[config.mk]
export PLATFORM = sky130hd
export DESIGN_NAME = ppl_dmem_arbiter
export DESIGN_NICKNAME = d
export VERILOG_FILES = /design/src/rtl/ppl_defs.sv /design/src/rtl/ppl_arb_starve_cnt.sv /design/src/rtl/ppl_dmem_arbiter.sv
export SDC_FILE = /design/constraint.sdc
export NUM_CORES = 1
export LEC_CHECK = 0
export CORE_AREA = 5 5 103 105
export CTS_BUF_LIST = sky130_fd_sc_hd__clkbuf_4
export DETAILED_ROUTE_END_ITERATION = 16
export DIE_AREA = 0 0 108 110
export DONT_BUFFER_PORTS = 1
export HOLD_SLACK_MARGIN = 0.12
export PLACE_DENSITY = 0.46
export SETUP_SLACK_MARGIN = 0.2
export SYNTH_ARGS = -nofsm -noshare
export SYNTH_HDL_FRONTEND = slang
export SYNTH_SLANG_ARGS = --single-unit
[constraint.sdc]
create_clock -name clk -period 2.3 [get_ports clk]
set_input_delay 0.46 -clock clk [delete_from_list [all_inputs] [get_ports clk]]
set_output_delay 0.46 -clock clk [all_outputs]
set_load 0.005 [all_outputs]
[src/rtl/ppl_defs.sv]
// Shared definitions for the pipeline data-memory path: arbiter FSM states,
// the default starvation limit, and the data-memory geometry.
package ppl_defs;

  typedef enum logic {
    S_NORM = 1'b0,
    S_LOCK = 1'b1
  } arb_state_e;

  localparam int DEF_STARVE_LIMIT = 4;
  localparam int DEF_STARVE_CNT_W = 3;

  // Geometry shared with the data-memory wrapper.
  localparam int DMEM_IDX_W  = 5;
  localparam int DMEM_DATA_W = 32;

endpackage

[src/rtl/ppl_arb_starve_cnt.sv]
// Saturating count of consecutive cycles the I/O master has lost arbitration;
// at_limit_o tells the arbiter to force an I/O grant.
module ppl_arb_starve_cnt
  import ppl_defs::*;
#(
  parameter int CNT_W = DEF_STARVE_CNT_W,
  parameter int LIMIT = DEF_STARVE_LIMIT
) (
  input  logic clk,
  input  logic clrn,
  input  logic clr_i,
  input  logic inc_i,
  output logic at_limit_o
);

  // CNT_W has to be wide enough to hold LIMIT itself.
  localparam logic [CNT_W-1:0] LIMIT_C = CNT_W'(LIMIT);

  logic [CNT_W-1:0] cnt_q;
  logic [CNT_W-1:0] cnt_d;

  assign at_limit_o = (cnt_q == LIMIT_C);

  // NOTE: combinational blocks assign a default first so every path drives
  // cnt_d and no latch is inferred.
  always_comb begin
    cnt_d = cnt_q;
    if (clr_i) begin
      cnt_d = '0;
    end else if (inc_i && !at_limit_o) begin
      cnt_d = cnt_q + 1'b1;
    end
  end

  // NOTE: sequential state uses non-blocking assignments so every flop samples
  // pre-edge values regardless of block ordering.
  always_ff @(posedge clk or negedge clrn) begin
    if (!clrn) begin
      cnt_q <= '0;
    end else begin
      cnt_q <= cnt_d;
    end
  end

endmodule

[src/rtl/ppl_dmem_arbiter.sv]
// Single-port data RAM arbiter between the pipeline MEM stage (port C) and an
// I/O/loader master (port I): CPU priority, starvation escape, and lock.
module ppl_dmem_arbiter
  import ppl_defs::*;
#(
  parameter int DATA_W       = DMEM_DATA_W,
  parameter int IDX_W        = DMEM_IDX_W,
  parameter int STARVE_LIMIT = DEF_STARVE_LIMIT,
  parameter int CNT_W        = DEF_STARVE_CNT_W
) (
  input  logic              clk,
  input  logic              clrn,
  // Port C: pipeline MEM stage
  input  logic              c_req,
  input  logic              c_we,
  input  logic [31:0]       c_addr,
  input  logic [DATA_W-1:0] c_wdata,
  output logic [DATA_W-1:0] c_rdata,
  output logic              c_stall,
  // Port I: I/O / loader master
  input  logic              i_req,
  input  logic              i_we,
  input  logic              i_lock,
  input  logic [31:0]       i_addr,
  input  logic [DATA_W-1:0] i_wdata,
  output logic              i_gnt,
  output logic              i_rvalid,
  output logic [DATA_W-1:0] i_rdata,
  // RAM side
  output logic [IDX_W-1:0]  m_addr,
  output logic [DATA_W-1:0] m_din,
  output logic              m_we,
  input  logic [DATA_W-1:0] m_dout
);

  arb_state_e        state_q;
  logic              c_req_v;
  logic              i_req_v;
  logic              c_gnt;
  logic              at_limit;
  logic              i_rvalid_q;
  logic [DATA_W-1:0] i_rdata_q;
  logic [IDX_W-1:0]  c_idx;
  logic [IDX_W-1:0]  i_idx;

  // Only the word index is decoded; the rest of each address aliases.
  logic unused_addr_bits;
  assign unused_addr_bits = ^{c_addr[31:IDX_W+2], c_addr[1:0],
                              i_addr[31:IDX_W+2], i_addr[1:0]};

  assign c_idx = c_addr[IDX_W+1:2];
  assign i_idx = i_addr[IDX_W+1:2];

  // Requests are clamped while in reset so nothing is granted or written.
  assign c_req_v = c_req & clrn;
  assign i_req_v = i_req & clrn;

  always_comb begin
    i_gnt = 1'b0;
    c_gnt = 1'b0;
    case (state_q)
      S_NORM: begin
        i_gnt = i_req_v & (~c_req_v | at_limit);
        c_gnt = c_req_v & ~i_gnt;
      end
      S_LOCK: begin
        i_gnt = i_req_v;
        c_gnt = 1'b0;
      end
      default: begin
        i_gnt = 1'b0;
        c_gnt = 1'b0;
      end
    endcase
  end

  ppl_arb_starve_cnt #(
    .CNT_W (CNT_W),
    .LIMIT (STARVE_LIMIT)
  ) u_starve_cnt (
    .clk        (clk),
    .clrn       (clrn),
    .clr_i      (i_gnt | ~i_req_v),
    .inc_i      (i_req_v & ~i_gnt),
    .at_limit_o (at_limit)
  );

  // With no grant the address follows port C and the write enable stays low.
  always_comb begin
    m_addr = c_idx;
    m_din  = c_wdata;
    m_we   = 1'b0;
    if (i_gnt) begin
      m_addr = i_idx;
      m_din  = i_wdata;
      m_we   = i_we;
    end else if (c_gnt) begin
      m_we   = c_we;
    end
  end

  assign c_rdata = m_dout;
  assign c_stall = c_req_v & ~c_gnt;

  always_ff @(posedge clk or negedge clrn) begin
    if (!clrn) begin
      state_q <= S_NORM;
    end else begin
      case (state_q)
        S_NORM: if (i_gnt && i_lock) state_q <= S_LOCK;
        S_LOCK: if (!i_req_v || (i_gnt && !i_lock)) state_q <= S_NORM;
        default: state_q <= S_NORM;
      endcase
    end
  end

  // NOTE: i_rdata is reset too, because its post-reset value is visible on
  // the port; pure storage arrays would be left unreset.
  always_ff @(posedge clk or negedge clrn) begin
    if (!clrn) begin
      i_rvalid_q <= 1'b0;
      i_rdata_q  <= '0;
    end else begin
      i_rvalid_q <= i_gnt & ~i_we;
      if (i_gnt && !i_we) begin
        i_rdata_q <= m_dout;
      end
    end
  end

  assign i_rvalid = i_rvalid_q;
  assign i_rdata  = i_rdata_q;

endmodule
==> out/results.ini <==
[logic_synthesis]
synth_area_per_cell_um2=13.0
total_of_flip_flops_plus_latches_after_synthesis=37
synth_fp_nets=334
synthesis.instances=165
syn-cell-area_um2=2140
synth.yosys.warnings=0
yosysSeqAreaShare=0.432
synth_edf_count=0
count_of_distinct_cell_types_in_the_synthesized_netlist=17
synth_top_area_share=0.432
post_synth_top_area_cell=sky130_fd_sc_hd__dfrtp_1
top_cell_types_by_occurrence_after_synthesis=sky130_fd_sc_hd__mux2_2, sky130_fd_sc_hd__dfrtp_1, sky130_fd_sc_hd__buf_4
predominant_post_synthesis_flop_cell=sky130_fd_sc_hd__dfrtp_1
async_flop_share=1.00
yosys-top-cells-area=sky130_fd_sc_hd__dfrtp_1, sky130_fd_sc_hd__mux2_2, sky130_fd_sc_hd__buf_4
synth.most_common_cell=sky130_fd_sc_hd__mux2_2

[routing]
drt-total-wl_um=5460
detailroute.via_count=1211
detailedRoute.firstIterationViolations=23
drt_first_pass_iters=4
post-route-drc-count=0
route.antenna.remaining_nets=0
route.detailed.wl_per_inst_um=19.6
vias_per_cell=4.34

[die]
boundaryPins=272
floorplan.initialDensity=0.224
die_height_um=110
chipWidth_um=108
floorplan.die_area_um2=11900
core_area_um2=9550
rows=36

[setup_path]
rr_startpoint=u_starve_cnt.cnt_q[0]
data_arrival_critical_path_ns=1.81
worst-setup-path-type=flip-flop to output port
timing.critical_path.from_type=flip-flop
critPathMaxFanout=11
crit_required_ns=1.84
worst_setup_path_startpoint=u_starve_cnt.cnt_q[0]
critPathCaptureType=output port

[layout]
post_route_cells_drive_above_1_share=0.641
fin_nets=313
area_delta_synth_final_pct=9.81
final_cell_count_no_fill=279
final_non_filler_cell_area_um2=2350

[grt]
antenna_found_initial=2
grt_max_degree=42
grt.overflow.total=0
grt_pass1_vias=1266
globalRouteTotalUtil=0.0778
wire_length_of_the_first_global_routing_pass_um=6910

[clocking]
clk_transition_reported_paths_ns=0.11
tritoncts.num_buffers=5
clk-insertion-delay-late_ns=0.33
ctsHtreeMaxLevel=2
clockRootBuffer=sky130_fd_sc_hd__clkbuf_4
tritoncts_clock_tree=yes
clkSinkCount=37
cts_buffer_depth=2

[sta]
report.final.hold_viol_count=37
final.hold.worst_slack_ns=-0.193
maxSlewHeadroom=0.854
timing.final.crit_period_ns=2.27
fmax_mhz=440
clock_skew_ns=0.00753
period_share=0.988
setup-violations-final=0
worst_pin_slew_ns=0.218
rsz0062_at_grt=true
worst_setup_slack_final_ns=0.0265
timing_max_transition_violations_final=0

[min_path]
worstHoldPathType=input port to async pin

[place]
placedCellCount=262
place_congestion=0.661
dpl-instance-area_um2=2060
place.detailed.hpwl_um=4170
buffer_ports.inserted=0
dpl_ws_ns=0.317

[pwr]
worst_case_vdd_ir_drop_v=0.000189
total_power_divided_by_cell_area_nw_per_um2=678
power_leakage_uw=0.000956

[flow_run]
drv.max_cap_violation_count=0

[status]
violations=negative hold slack
status=finished with violations

[power breakdown]
| part | total, uW | switching [uW] | internal, uW |
|---|---|---|---|
| clock network | 449 | 211 | 238 |
| logic | 268 | 88.1 | 180 |
| registers | 879 | 97.8 | 781 |
| total | 1600 | 397 | 1200 |
[state kept, by name, indices dropped and copies added, names as in the netlist]
signal              cells
state_q                 1
i_rdata                32
u_starve_cnt.cnt_q      3
i_rvalid                1
[placed cells by master, fill, tap and decap left out, types with 2 or more instances in the layout]
master / count
sky130_fd_sc_hd__nand2_1: 2
sky130_fd_sc_hd__mux2_4: 20
sky130_fd_sc_hd__mux2_2: 49
sky130_fd_sc_hd__clkbuf_4: 6
sky130_fd_sc_hd__buf_6: 2
sky130_fd_sc_hd__dfrtp_1: 37
sky130_fd_sc_hd__a21oi_4: 2
sky130_fd_sc_hd__buf_12: 2
sky130_fd_sc_hd__nor2_1: 4
sky130_fd_sc_hd__inv_2: 2
sky130_fd_sc_hd__buf_4: 4
[logic make-up (layout without fill, tap and decap cells)]
logic type               Yosys count  count (layout)  synth area share
AO/OA/AOI/OAI                      5               5            0.0228
XOR/XNOR                           1               1           0.00409
adder cells (fa/ha/maj)            2               2            0.0117
buffers and inverters             42              22             0.147
flip-flops                        37              37             0.432
multiplexers                      69              69             0.363
other                              0               1                 0
AND/OR/NAND/NOR                    9               9            0.0193
[metal layers]
metal	up-vias	global-route usage	wire length, um
met1	587	0.0901	1960
met3	8	0.0344	584
li1	502	-	-
met4	2	0.0370	83
met5	-	0	20
met2	112	0.123	2820
[stage by stage]
stage	utilization	TNS [ns]	total power, uW	hold slack [ns]
final	0.246	0	1600	-0.193
after global routing	0.246	-1.43	1690	-0.239
after detailed placement	0.216	0	1130	0.166
after floorplan	-	0	1120	0.164
after global placement	0.216	0	1130	0.165
after CTS	0.236	-0.399	1620	-0.227
[final cells by class]
type / instances / area [um^2]
fillers: 999 / 7200
multi-input cells: 86 / 1010
flip-flops and latches: 37 / 926
well taps: 133 / 166
repair buffers: 11 / 160
clock buffers: 6 / 45.0
clock inverters: 2 / 33.8
inverters: 3 / 11.3
diodes: 1 / 2.50
[path summary, 6_finish.rpt]
| check | slack [ns] | depth (start not counted) | to |
|---|---|---|---|
| max | 0.03 | 7 | m_din[26] |
| min | -0.19 | 0 | i_rdata[20] |
| max reg2reg | 0.47 | 7 | i_rdata[3] |
| min reg2reg | 0.55 | 1 | i_rdata[30] |
| max in group asynchronous | 2.41 | 0 | i_rdata[5] |
| min in group clk | 0.25 | 1 | state_q |
[critical path: stages, from the launching register on]
cell and delay [ns]:
sky130_fd_sc_hd__dfrtp_1 0.41, sky130_fd_sc_hd__inv_2 0.07, sky130_fd_sc_hd__ha_4 0.15, sky130_fd_sc_hd__a21oi_4 0.07, sky130_fd_sc_hd__a21oi_4 0.15, sky130_fd_sc_hd__buf_6 0.13, sky130_fd_sc_hd__buf_8 0.14, sky130_fd_sc_hd__mux2_2 0.36
[timing repair]
action | in CTS | in global routing
gates cloned | 1 | 1
resized for setup | 12 | 18
setup endpoints to repair | 38 | 38
pin swaps | 2 | 0
endpoints found under the hold margin | 37 | 37
buffers inserted | 5 | 1
No activity file was read; power rests on OpenSTA's default activity.
